File: src/rtl/uart_rx_fifo_pkg.sv
// ---------------------------------------------------------------------------
// uart_rx_fifo_pkg
// Shared definitions for the buffered UART receiver (uart_rx_fifo) and its
// FIFO (uart_rx_buf): receiver state encoding, default parameters and a
// 2-of-3 majority helper.
//
// Optional feature macro: UART_RX_MAJORITY_EN (off by default). When defined,
// every start/data/stop sample is the majority of three consecutive samples
// around the nominal point. Enable it by uncommenting the line below or by
// defining it on the tool command line.
// ---------------------------------------------------------------------------
// `define UART_RX_MAJORITY_EN

package uart_rx_fifo_pkg;

   // 50 MHz / 115200 baud
   localparam int UART_CLKS_PER_BIT_DEFAULT = 434;
   localparam int UART_DEPTH_DEFAULT        = 16;

   typedef enum logic [2:0] {
      RX_IDLE  = 3'd0,
      RX_START = 3'd1,
      RX_DATA  = 3'd2,
      RX_STOP  = 3'd3,
      RX_BREAK = 3'd4
   } rx_state_e;

   function automatic logic maj3(input logic a, input logic b, input logic c);
      return (a & b) | (a & c) | (b & c);
   endfunction

endpackage

File: src/rtl/uart_rx_buf.sv
// ---------------------------------------------------------------------------
// uart_rx_buf
// Synchronous first-word-fall-through FIFO of bytes.
//
// Ports:
//   clk, rst  - clock, synchronous active-high reset (empties the FIFO)
//   wr, din   - push request and data
//   rd        - pop request; ignored while empty
//   dout      - head entry (holds last value when empty, 8'h00 after reset)
//   empty     - no entries held
//   full      - DEPTH entries held
//   count     - entries held, 0..DEPTH
//   drop      - a push was attempted while full with no pop in the same cycle
//
// Handshake: a push is accepted when not full, or when full and a pop happens
// in the same cycle. A pop is accepted whenever the FIFO is not empty.
//
// No configuration macros are used in this file.
// ---------------------------------------------------------------------------
module uart_rx_buf #(
   parameter int DEPTH = 16
) (
   input  logic                       clk,
   input  logic                       rst,
   input  logic                       wr,
   input  logic [7:0]                 din,
   input  logic                       rd,
   output logic [7:0]                 dout,
   output logic                       empty,
   output logic                       full,
   output logic [$clog2(DEPTH+1)-1:0] count,
   output logic                       drop
);
   localparam int AW = $clog2(DEPTH);
   localparam int CW = $clog2(DEPTH + 1);

   logic [7:0]    mem_q [DEPTH];
   logic [AW-1:0] rd_ptr_q, rd_ptr_d;
   logic [AW-1:0] wr_ptr_q, wr_ptr_d;
   logic [CW-1:0] count_q, count_d;
   logic [7:0]    dout_q, dout_d;
   logic [AW-1:0] rd_next;
   logic          do_pop, do_push, is_full, is_empty;

   always_comb begin
      is_empty = (count_q == '0);
      is_full  = (count_q == CW'(DEPTH));
      do_pop   = rd && !is_empty;
      do_push  = wr && (!is_full || do_pop);
      rd_next  = rd_ptr_q + 1'b1;
      rd_ptr_d = do_pop  ? rd_next : rd_ptr_q;
      wr_ptr_d = do_push ? (wr_ptr_q + 1'b1) : wr_ptr_q;
      count_d  = count_q + CW'(do_push) - CW'(do_pop);

      // dout is a registered copy of the head; work out the head after
      // this edge. With one entry left, a pop plus push makes din the head.
      dout_d = dout_q;
      if (do_pop) begin
         if (count_q > CW'(1))
            dout_d = mem_q[rd_next];
         else if (do_push)
            dout_d = din;
      end else if (do_push && is_empty) begin
         dout_d = din;
      end
   end

   always_ff @(posedge clk) begin
      if (rst) begin
         rd_ptr_q <= '0;
         wr_ptr_q <= '0;
         count_q  <= '0;
         dout_q   <= 8'h00;
      end else begin
         rd_ptr_q <= rd_ptr_d;
         wr_ptr_q <= wr_ptr_d;
         count_q  <= count_d;
         dout_q   <= dout_d;
      end
   end

   // Storage needs no reset: nothing is read before it is written.
   always_ff @(posedge clk) begin
      if (!rst && do_push)
         mem_q[wr_ptr_q] <= din;
   end

   assign dout  = dout_q;
   assign empty = is_empty;
   assign full  = is_full;
   assign count = count_q;
   assign drop  = wr && is_full && !do_pop;

endmodule

File: src/rtl/uart_rx_fifo.sv
// ---------------------------------------------------------------------------
// uart_rx_fifo
// Buffered 8N1 UART receiver, LSB first, mid-bit sampling, feeding a FWFT
// FIFO (uart_rx_buf) drained by the CPU bus interface.
//
// Ports:
//   clk, rst   - clock, synchronous active-high reset
//   ser_rxd    - asynchronous serial input, idles high
//   rd_req     - one-cycle pop of the FIFO head
//   err_clr    - clears the sticky error flags (a same-cycle set wins)
//   dout       - FIFO head byte, valid while rxd_rdy=1
//   rxd_rdy    - FIFO not empty
//   full       - FIFO holds DEPTH entries
//   count      - entries held
//   overrun    - sticky: a received byte was dropped, FIFO full
//   frame_err  - sticky: a stop bit was sampled as 0
//   dbg_state  - current receiver state (rx_state_e encoding)
//
// Optional macro UART_RX_MAJORITY_EN: 2-of-3 majority sampling at nominal-1,
// nominal and nominal+1; the decision lands one cycle after the nominal
// point while bit timing still runs from the nominal point.
// ---------------------------------------------------------------------------
module uart_rx_fifo
   import uart_rx_fifo_pkg::*;
#(
   parameter int CLKS_PER_BIT = UART_CLKS_PER_BIT_DEFAULT,
   parameter int DEPTH        = UART_DEPTH_DEFAULT
) (
   input  logic                       clk,
   input  logic                       rst,
   input  logic                       ser_rxd,
   input  logic                       rd_req,
   input  logic                       err_clr,
   output logic [7:0]                 dout,
   output logic                       rxd_rdy,
   output logic                       full,
   output logic [$clog2(DEPTH+1)-1:0] count,
   output logic                       overrun,
   output logic                       frame_err,
   output logic [2:0]                 dbg_state
);
   localparam int            BW      = $clog2(CLKS_PER_BIT);
   localparam logic [BW-1:0] HALF_M1 = BW'(CLKS_PER_BIT / 2 - 1);
   localparam logic [BW-1:0] LAST    = BW'(CLKS_PER_BIT - 1);

   rx_state_e     state_q, state_d;
   logic          s1_q, s1_d, s2_q, s2_d;
   logic [BW-1:0] bctr_q, bctr_d;
   logic [2:0]    bit_idx_q, bit_idx_d;
   logic [7:0]    sr_q, sr_d;
   logic          overrun_q, overrun_d;
   logic          frame_err_q, frame_err_d;
   logic          rxs, push, fe_set, fifo_drop, fifo_empty;

`ifdef UART_RX_MAJORITY_EN
   // rxs_prev_q provides the nominal-1 sample; at the nominal point the two
   // early samples are latched and the decision is taken one cycle later.
   logic      rxs_prev_q;
   logic      pend_q, pend_d;
   rx_state_e pend_kind_q, pend_kind_d;
   logic      maj_a_q, maj_a_d, maj_b_q, maj_b_d;
   logic      maj;
`endif

   always_comb begin
      s1_d        = ser_rxd;
      s2_d        = s1_q;
      rxs         = s2_q;
      state_d     = state_q;
      bctr_d      = bctr_q + 1'b1;
      bit_idx_d   = bit_idx_q;
      sr_d        = sr_q;
      push        = 1'b0;
      fe_set      = 1'b0;
`ifdef UART_RX_MAJORITY_EN
      pend_d      = 1'b0;
      pend_kind_d = pend_kind_q;
      maj_a_d     = maj_a_q;
      maj_b_d     = maj_b_q;
      maj         = maj3(maj_a_q, maj_b_q, rxs);
`endif

      case (state_q)
         RX_IDLE: begin
            bctr_d = '0;
            if (!rxs)
               state_d = RX_START;
         end
         RX_START: begin
            if (bctr_q == HALF_M1) begin
               bctr_d = '0;
`ifdef UART_RX_MAJORITY_EN
               // Enter DATA speculatively; a false start is undone next cycle.
               state_d     = RX_DATA;
               bit_idx_d   = '0;
               pend_d      = 1'b1;
               pend_kind_d = RX_START;
               maj_a_d     = rxs_prev_q;
               maj_b_d     = rxs;
`else
               if (rxs) begin
                  state_d = RX_IDLE;
               end else begin
                  state_d   = RX_DATA;
                  bit_idx_d = '0;
               end
`endif
            end
         end
         RX_DATA: begin
            if (bctr_q == LAST) begin
               bctr_d    = '0;
               bit_idx_d = bit_idx_q + 1'b1;
               if (bit_idx_q == 3'd7)
                  state_d = RX_STOP;
`ifdef UART_RX_MAJORITY_EN
               pend_d      = 1'b1;
               pend_kind_d = RX_DATA;
               maj_a_d     = rxs_prev_q;
               maj_b_d     = rxs;
`else
               sr_d = {rxs, sr_q[7:1]};
`endif
            end
         end
         RX_STOP: begin
            if (bctr_q == LAST) begin
               bctr_d = '0;
`ifdef UART_RX_MAJORITY_EN
               state_d     = RX_IDLE;
               pend_d      = 1'b1;
               pend_kind_d = RX_STOP;
               maj_a_d     = rxs_prev_q;
               maj_b_d     = rxs;
`else
               if (rxs) begin
                  push    = 1'b1;
                  state_d = RX_IDLE;
               end else begin
                  fe_set  = 1'b1;
                  state_d = RX_BREAK;
               end
`endif
            end
         end
         RX_BREAK: begin
            // Hold here until the line goes idle so a stuck-low line cannot
            // be mistaken for a stream of start bits.
            bctr_d = '0;
            if (rxs)
               state_d = RX_IDLE;
         end
         default: begin
            bctr_d  = '0;
            state_d = RX_IDLE;
         end
      endcase

`ifdef UART_RX_MAJORITY_EN
      // Deferred decisions override the speculative schedule above.
      if (pend_q) begin
         case (pend_kind_q)
            RX_START: begin
               if (maj) begin
                  state_d = RX_IDLE;
                  bctr_d  = '0;
               end
            end
            RX_DATA: sr_d = {maj, sr_q[7:1]};
            RX_STOP: begin
               if (maj) begin
                  push = 1'b1;
               end else begin
                  fe_set  = 1'b1;
                  state_d = RX_BREAK;
                  bctr_d  = '0;
               end
            end
            default: ;
         endcase
      end
`endif

      // Set wins over a same-cycle clear.
      overrun_d   = (overrun_q & ~err_clr) | fifo_drop;
      frame_err_d = (frame_err_q & ~err_clr) | fe_set;
   end

   always_ff @(posedge clk) begin
      if (rst) begin
         s1_q        <= 1'b1;
         s2_q        <= 1'b1;
         state_q     <= RX_IDLE;
         bctr_q      <= '0;
         bit_idx_q   <= '0;
         sr_q        <= 8'h00;
         overrun_q   <= 1'b0;
         frame_err_q <= 1'b0;
      end else begin
         s1_q        <= s1_d;
         s2_q        <= s2_d;
         state_q     <= state_d;
         bctr_q      <= bctr_d;
         bit_idx_q   <= bit_idx_d;
         sr_q        <= sr_d;
         overrun_q   <= overrun_d;
         frame_err_q <= frame_err_d;
      end
   end

`ifdef UART_RX_MAJORITY_EN
   always_ff @(posedge clk) begin
      if (rst) begin
         rxs_prev_q  <= 1'b1;
         pend_q      <= 1'b0;
         pend_kind_q <= RX_IDLE;
         maj_a_q     <= 1'b1;
         maj_b_q     <= 1'b1;
      end else begin
         rxs_prev_q  <= rxs;
         pend_q      <= pend_d;
         pend_kind_q <= pend_kind_d;
         maj_a_q     <= maj_a_d;
         maj_b_q     <= maj_b_d;
      end
   end
`endif

   uart_rx_buf #(
      .DEPTH (DEPTH)
   ) u_buf (
      .clk   (clk),
      .rst   (rst),
      .wr    (push),
      .din   (sr_q),
      .rd    (rd_req),
      .dout  (dout),
      .empty (fifo_empty),
      .full  (full),
      .count (count),
      .drop  (fifo_drop)
   );

   assign rxd_rdy   = ~fifo_empty;
   assign overrun   = overrun_q;
   assign frame_err = frame_err_q;
   assign dbg_state = state_q;

endmodule

File: config.mk
export PLATFORM = sky130hd
export DESIGN_NAME = uart_rx_fifo
export DESIGN_NICKNAME = d
export VERILOG_FILES = /design/src/rtl/uart_rx_fifo_pkg.sv /design/src/rtl/uart_rx_buf.sv /design/src/rtl/uart_rx_fifo.sv
export SDC_FILE = /design/constraint.sdc
export NUM_CORES = 1
export LEC_CHECK = 0
export CAP_MARGIN = 5
export CORE_MARGIN = 10
export CORE_UTILIZATION = 25
export CTS_BUF_LIST = sky130_fd_sc_hd__clkbuf_8
export CTS_CLUSTER_SIZE = 24
export DETAILED_ROUTE_END_ITERATION = 10
export PLACE_DENSITY_LB_ADDON = 0.05
export SYNTH_ARGS = -nofsm -noshare
export SYNTH_HDL_FRONTEND = slang
export SYNTH_SLANG_ARGS = --single-unit
File: constraint.sdc
create_clock -name clk -period 5.1 [get_ports clk]
set_clock_uncertainty 0.2 [all_clocks]
set_input_delay 1.02 -clock clk [delete_from_list [all_inputs] [get_ports clk]]
set_output_delay 1.02 -clock clk [all_outputs]
set_load 0.005 [all_outputs]
Yosys cells after proc, flatten, opt, wreduce, memory -nomap -nowiden
Memory sizes are Yosys's and may differ from the RTL's. Cells that the tools add are included.

Register bits: 48. Latch bits: 0. Memory bits (writable): 128. Bits in read-only memories: 0. Output and inout bits: 20. Memories: 1.

Memory list: u_buf.mem_q (depth 16, bits a word 8, read ports 1, clocked after Yosys merged registers in 0, write ports 1, line uart_rx_buf.sv:37) `logic [7:0] mem_q [DEPTH];`.

Add/sub/neg operators: 6. Multipliers: 0. Divide/modulo/power cells: 0. Magnitude comparators: 1. Equal/unequal tests: 16. Shift-type cells: 0. Mux-type cells: 28. Bitwise operators: 6. Reductions and logical operators: 20.

Operators by type and width (number): $mux 8 (4); $mux 3 (10); $mux 9 (2); $pmux 9 s2 (1); $pmux 3 s5 (1); $ne 2x2->1 const B (7); $add 9x1->9 const B (1); $eq 9x8->1 const B (1); $eq 9x9->1 const B (1); $add 4x1->4 const B (2); $mux 1 (8); $eq 3x2->1 const B (2); $eq 3x3->1 const B (2); $logic_and 1x1->1 (6); $pmux 3 s2 (1); $reduce_and 6->1 (1); $add 5x1->5 (1); $eq 5x5->1 const B (1); $gt 5x1->1 const B (1); $logic_not 5->1 (1); $sub 5x1->5 (1); $logic_not 1->1 (4); $reduce_and 2->1 (2); $reduce_and 4->1 (1); 11 further kinds (15).

Depth between registers and ports, before layout
Gate-level depths: netlist of run 1.

Word-level depth: 8. Gate-level depth with buffers: 13. Mapped depth without buffers: 13.

Cells and area by module
From an unflattened synthesis of run 1, not the netlist that was laid out.

Cells, all modules: 534. Area total of the unflattened synthesis: 7484.7 um^2.

By module, submodules not included: uart_rx_buf (times used 1, cells each 406, area an instance 6243.5 um^2); uart_rx_fifo (times used 1, cells each 128, area an instance 1241.2 um^2).

Least setup slack after synthesis of run 1
Ideal clock, no wire load.

Kind: reg-to-reg. Start: register u_buf.count_q[2] (netlist: u_buf.count[2]). End: register u_buf.count_q[4] (netlist: u_buf.count[4]). Arrival: 2.721 ns. Setup slack: 2.109 ns. Stages on the path, launching flop included: 14. Path buffers: 0. Clock period less this slack: 2.991 ns. Cell sequence: dfxtp_1 -> inv_1 -> ha_1 -> or4b_4 -> nand2_1 -> inv_1 -> ha_1 -> inv_1 -> ha_1 -> fa_1 -> a21oi_1 -> nor2_1 -> or3_1 -> a21oi_1.

Word-level cells in the longest chain between the ends: 7.

RTL lines: start: declaration (line uart_rx_buf.sv:40) `logic [CW-1:0] count_q, count_d;`; start signal: assignment (line uart_rx_buf.sv:77) `count_q <= count_d;`; $logic_not 5->1 (line uart_rx_buf.sv:46) `is_empty = (count_q == '0);`; $logic_not 1->1 (line uart_rx_buf.sv:48) `do_pop = rd && !is_empty;`; $logic_and 1x1->1 (line uart_rx_buf.sv:48); $logic_or 1x1->1 (line uart_rx_buf.sv:49) `do_push = wr && (!is_full || do_pop);`; $logic_and 1x1->1 (line uart_rx_buf.sv:49); $add 5x1->5 (line uart_rx_buf.sv:53) `count_d = count_q + CW'(do_push) - CW'(do_pop);`; $sub 5x1->5 (*) (line uart_rx_buf.sv:53).

Every way passes the cells marked *; elsewhere a longest branch is shown, timed or not. A chain may end at the register's enable or synchronous reset.

Worst setup path in the final report of run 1
Start: input rd_req. End: register u_buf.count_q[4] (netlist: u_buf.count[4]).

Word-level cells in the longest chain between the ends: 5.

RTL lines: start: declaration (line uart_rx_fifo.sv:32) `input logic rd_req,`; $logic_and 1x1->1 (*) (line uart_rx_buf.sv:48); $logic_or 1x1->1 (line uart_rx_buf.sv:49); $logic_and 1x1->1 (line uart_rx_buf.sv:49); $add 5x1->5 (line uart_rx_buf.sv:53); $sub 5x1->5 (*) (line uart_rx_buf.sv:53).

Marked as above.

==> results of run 1 <==
worst max-delay path, stage by stage:
cell	delay [ns]
clkdlybuf4s50_1	0.50
nor2b_1	0.55
nor3_1	0.16
ha_1	0.25
fa_1	0.40
a21oi_1	0.14
nor2_1	0.06
or3_1	0.30
a21oi_1	0.13
state kept, by name, indices dropped and copies added, names as in the netlist:
name,count
frame_err,1
overrun,1
bit_idx_q,3
rxs,1
bctr_q,9
u_buf.rd_ptr_q,4
dbg_state,3
u_buf.count,5
sr_q,8
s1_q,1
u_buf.wr_ptr_q,4
u_buf.dout,8
u_buf.mem_q,128
metal layers:
metal  wire length (um)  part of all wire [%]  track usage, %  vias to the layer above
met2              10200                    50            18.4                       89
met4                 68                  0.33            2.30                        0
li1                   -                     -               -                     2209
met3                973                   4.8            3.06                        2
met5                  0                     0               0                        -
met1               9130                    45            13.3                     2299
how the worst min path moves through the flow:
| stage | startpoint | endpoint | slack, ns | cells after the start |
|---|---|---|---|---|
| 6_report | s1_q | rxs | 0.23 | 1 |
| 5_1_grt | s1_q | rxs | 0.26 | 1 |
| 4_1_cts | s1_q | rxs | 0.24 | 1 |
| 3_5_place_dp | s1_q | rxs | 0.22 | 1 |
| 3_3_place_gp | s1_q | rxs | 0.22 | 1 |
| 2_1_floorplan | s1_q | rxs | 0.19 | 1 |
kinds of logic after synthesis:
| kind of cell | synth area share (%) |
|---|---|
| buffers and inverters | 3.32 |
| muxes | 9.76 |
| xor gates and xnor gates | 2.19 |
| and+or+nand+nor | 13.8 |
| AOI/OAI and AO/OA | 4.32 |
| adders and majority gates | 3.23 |
| DFF | 63.3 |
placed cells by master, fill, tap and decap left out, types with 2 or more instances in the layout:
cell type | synthesis | routed
nand3_1 | 69 | 69
nor2_1 | 51 | 51
nand3b_1 | 2 | 2
a32o_1 | 8 | 8
nor3b_1 | 3 | 3
nor2b_1 | 4 | 4
a22oi_1 | 10 | 10
nand2b_1 | 6 | 6
nor3_1 | 9 | 9
xor2_1 | 7 | 6
buf_4 | 4 | 8
inv_4 | 0 | 3
ha_1 | 18 | 18
or2_2 | 3 | 3
xnor2_1 | 12 | 11
clkbuf_8 | 0 | 20
dfxtp_1 | 48 | 47
a31oi_1 | 2 | 2
nand2_1 | 19 | 19
bufinv_16 | 0 | 2
o21ai_0 | 3 | 3
inv_1 | 25 | 29
mux2i_1 | 74 | 74
a21oi_1 | 16 | 16
edfxtp_1 | 128 | 128
clkdlybuf4s50_1 | 0 | 23
and4bb_2 | 2 | 2
nand4_1 | 17 | 17
power by group through the flow:
stage               clock network (mW)  logic (mW)  registers, mW
finish                           0.974        1.04           1.64
global route                      1.08        1.15           1.66
CTS                               1.02        1.06           1.65
detailed placement                   0        1.05           1.68
global placement                     0        1.06           1.68
floorplan                            0       0.750           1.61
stage by stage:
stage               std cells  worst slack [ns]  util [%]
floorplan                 592              2.11         -
global placement          980              1.28      27.7
detailed placement        980              1.24      27.7
CTS                      1012              1.75      29.0
global route             1012              1.62      29.0
finish                   1012              1.77      29.0
layout make-up:
cell class / instances / area [sq um] / share of cell area [%]
well taps: 390 / 488 / 5.65
clock inverters: 12 / 116 / 1.35
flip-flops and latches: 176 / 4810 / 55.7
multi-input cells: 357 / 2560 / 29.6
inverters: 25 / 93.8 / 1.09
repair buffers: 32 / 295 / 3.42
clock buffers: 20 / 275 / 3.19
==> results_dict.tcl, run 1 <==
set metrics [dict create \
    status "finished clean" \
    insertion_delay_ns 0.45 \
    fp.dieH_um 194 \
    finalHoldViolations 0 \
    slew_headroom_pct 30.0 \
    p_int_mw 2.45 \
    io_buffers 24 \
    drt_wl_total_um 20300 \
    placed_area_sq_um 8240 \
    clk_pin_slew_ns 0.09 \
    cts.repair.resized 0 \
    total_power_mw 3.66 \
    max-vdd-ir-drop_mv 0.219 \
    async_flop_share_pct 0 \
    cts.htree.levels 4 \
    cp-start-kind "input port" \
    r2r_start "u_buf.count[2]" \
    critPathArrivalTime_ns 3.52 \
    ys_seq_area_share_pct 63.3 \
    reg2reg_depth 13 \
    required_ns 5.28 \
    synthFlopType "edfxtp_1" \
    clockPowerShare_pct 26.6 \
    power_frac_comb_pct 28.5 \
    maxCapViolCount 0 \
    endpoint_kind "flop" \
    grt_max_degree 43 \
    cp-endpoint "u_buf.count[4]" \
    grt_pass1_vias 4867 \
    yosysWarnings 0 \
    switching_share_pct 33.0 \
    gp_congestion 0.766 \
    first_pass_iters 4 \
    synthCells 592 \
    setup_viol 0 \
    cts_tree "done" \
    slew_violations 0 \
    gr-total-overflow 0 \
    nNetsFinal 633 \
    p_sw_mw 1.21 \
    num_rows 63 \
    rrSetupSlack_ns 1.85 \
    synth_cell_types 49 \
    ant_nets 0 \
    cts_sinks 176 \
    yosys-top-cells-area "edfxtp_1 (51%), dfxtp_1 (13%), mux2i_1 (9.8%)" \
    setup_tns_ns 0 \
    synth_largest_area_cell "edfxtp_1" \
    drt-vias-per-instance 4.54 \
    grt.total_usage_pct 10.8 \
    initial_core_util_pct 25.5 \
    core_sq_um 29800 \
    dieArea_sq_um 37700 \
    holdWs_ns 0.229 \
    hpwl_um 13400 \
    drc 0 \
    post_drt_wl_per_cell_um 20.1 \
    grt_pass1_wl_um 31000 \
    drive_above_1_share_pct 8.52 \
    syn-num-nets 616 \
    crit_type "in2reg" \
    synth-edff-count 128 \
    io_pins 25 \
    yosysMostFrequentCell "edfxtp_1" \
    synth_top_area_share_pct 50.7 \
    rsz0062_at_grt "no" \
    cts_setup_buffers 0 \
    cellPowerDensity_nw_per_um2 424 \
    area_growth_pct 13.8 \
    seq_power_share_pct 44.9 \
    max_freq_mhz 300 \
    fill_cells 3086 \
    antenna_found_initial 0 \
    syn_avg_cell_area_sq_um 12.8 \
    crit_fanout 7 \
    drt_iter0_markers 299 \
    worstMarginPinSlew_ns 1.05 \
    worstSetupStartpoint "rd_req" \
    period_minus_slack_ns 3.33 \
    period_share_pct 65.4 \
    cts_buffer_depth 2 \
    dieWidth_um 194 \
    ys_ff_latch 176 \
    hold_buffers 0 \
    root_buffer "clkbuf_8" \
    holdCritPathClass "reg2reg" \
    p_leak_nw 2.77 \
    reg2reg_to "u_buf.count[4]" \
    synth_area_sq_um 7590 \
    final_area_sq_um 8630 \
    synth_commonest_cells "edfxtp_1 (128), mux2i_1 (74), nand3_1 (69), nor2_1 (51), dfxtp_1 (48)" \
    n_antenna_cell 0 \
    num_vias 4599 \
    cts_made_buffers 17 \
]
Note: power is estimated with default switching activity, not from simulation.
==> run 2, diff against run 1 <==
- clock period: 5.1 -> 2.96 ns (I/O delays scaled with it)
==> results_dict.tcl, run 2 (synthesized netlist as in run 1, its figures left out) <==
set metrics [dict create \
    endpoint_kind "flop" \
    insertion_delay_ns 0.46 \
    grt_pass1_vias 4968 \
    drt_wl_total_um 20100 \
    grt.total_usage_pct 10.6 \
    worstMarginPinSlew_ns 0.935 \
    dieArea_sq_um 37700 \
    min_path_cells 1 \
    antenna_found_initial 0 \
    clk_pin_slew_ns 0.10 \
    drt_iter0_markers 246 \
    num_vias 4684 \
    root_buffer "clkbuf_8" \
    nNetsFinal 672 \
    hp-start "s1_q" \
    final_core_util_pct 30.3 \
    fill_cells 3085 \
    grt_max_degree 67 \
    setup_viol 0 \
    n_antenna_cell 0 \
    r2r_start "u_buf.count[3]" \
    io_buffers 24 \
    cts_sinks 176 \
    cts_tree "done" \
    final_common_cell "edfxtp_1" \
    top_register "u_buf.mem_q" \
    critPathArrivalTime_ns 3.07 \
    cts_made_buffers 17 \
    p_leak_nw 2.98 \
    hpwl_um 13400 \
    gr-total-overflow 0 \
    period_share_pct 97.3 \
    cts_buffer_depth 2 \
    hold_buffers 0 \
    post_drt_wl_per_cell_um 19.1 \
    slew_headroom_pct 37.6 \
    grt_pass1_wl_um 30600 \
    drt-vias-per-instance 4.46 \
    fp.dieH_um 194 \
    maxCapViolCount 0 \
    cts.htree.levels 4 \
    final_cell_mix "edfxtp_1 (128), mux2i_1 (74), nand3_1 (69), nor2_1 (51)" \
    num_rows 63 \
    io_pins 25 \
    min_to "rxs" \
    holdCritPathClass "reg2reg" \
    crit_fanout 2 \
    max_freq_mhz 347 \
    ant_nets 0 \
    crit_type "reg2reg" \
    dieWidth_um 194 \
    rrSetupSlack_ns 0.08 \
    seq_area_sq_um 4810 \
    initial_core_util_pct 25.5 \
    area_growth_pct 18.9 \
    largest_reg_flops 128 \
    cellPowerDensity_nw_per_um2 745 \
    reg2reg_to "u_buf.count[4]" \
    reg_top3 "u_buf.mem_q: 128 flops, bctr_q: 9 flops" \
    multi_input_area_sq_um 2590 \
    drive_above_1_share_pct 16.0 \
    required_ns 3.15 \
    status "finished clean" \
    drc 0 \
    cp-start-kind "flop" \
    finalHoldViolations 0 \
    core_sq_um 29800 \
    max-vdd-ir-drop_mv 0.414 \
    period_minus_slack_ns 2.88 \
    first_pass_iters 4 \
    total_power_mw 6.72 \
    slew_violations 0 \
    reg2reg_depth 13 \
    gp_congestion 0.773 \
]
-- run 2: cell types whose count changed in the layout (fill, tap and decap cells not counted), moves of 3 or more --
cell,change
inv_1,-6
inv_6,+4
buf_4,+38
clkbuf_8,-3
ha_1,-3
-- run 2: per-layer routing --
metal | vias up | GRT usage (%) | part of all wire (%)
met1 | 2339 | 13.1 | 46
met3 | 5 | 2.44 | 2.7
met5 | - | 0 | 0
met2 | 51 | 18.3 | 50
met4 | 0 | 2.64 | 0.75
li1 | 2289 | - | -
-- run 2: critical path: stages, from the launching register on --
cell	delay, ns
dfxtp_2	0.33
inv_2	0.07
ha_4	0.14
or4b_4	0.48
nand2_4	0.09
inv_4	0.04
ha_4	0.24
inv_1	0.03
ha_2	0.18
fa_2	0.35
a21oi_2	0.12
nor2_1	0.05
or3_1	0.34
a21oi_2	0.14
-- run 2: worst max-delay path by stage --
stage                         startpoint        endpoint  slack, ns  depth (start not counted)
after floorplan           u_buf.count[2]  u_buf.count[4]       0.04                         13
after global placement            rd_req  u_buf.count[4]      -0.06                         11
after detailed placement          rd_req  u_buf.count[4]      -0.11                         11
after CTS                 u_buf.count[3]  u_buf.count[4]       0.02                         13
after global routing      u_buf.count[3]  u_buf.count[4]      -0.03                         13
final                     u_buf.count[3]  u_buf.count[4]       0.08                         13
-- run 2: report_power, final --
| group | switching, mW | leakage, nW | internal (mW) | total (mW) |
|---|---|---|---|---|
| registers | 0.0523 | 1.58 | 2.68 | 2.73 |
| logic | 1.24 | 1.18 | 0.902 | 2.15 |
| clock network | 0.911 | 0.215 | 0.931 | 1.84 |
-- run 2: layout make-up --
class,count,share of cell area (%)
well taps,390,5.41
clock inverters,15,2.27
repair buffers,71,6.64
clock buffers,17,2.59
inverters,25,1.07
multi-input cells,357,28.7
flip-flops and latches,176,53.3
-- run 2: stage by stage --
stage | hold WS (ns) | cells | instance area, sq um | setup TNS [ns] | setup slack (ns)
2_1_floorplan | 0.189 | 592 | 7590 | 0 | 0.0354
3_3_place_gp | 0.201 | 1017 | 8530 | -0.569 | -0.0619
3_5_place_dp | 0.204 | 1017 | 8530 | -2.30 | -0.111
4_1_cts | 0.230 | 1050 | 8980 | 0 | 0.0157
5_1_grt | 0.241 | 1051 | 9020 | -0.0334 | -0.0334
6_report | 0.224 | 1051 | 9020 | 0 | 0.0788
-- run 2: repair_timing --
action / CTS / global route
setup buffers: 1 / 1
resized for setup: 5 / 8
pin swaps: 4 / 1
endpoints found under the setup margin: 2 / 8
endpoints found under the hold margin: 0 / 0
==> run 3, diff against run 2 <==
- CTS_CLUSTER_SIZE: 24 -> 25
==> results of run 3 <==
No change in the layout: final DEF, timing and power equal those of run 2.
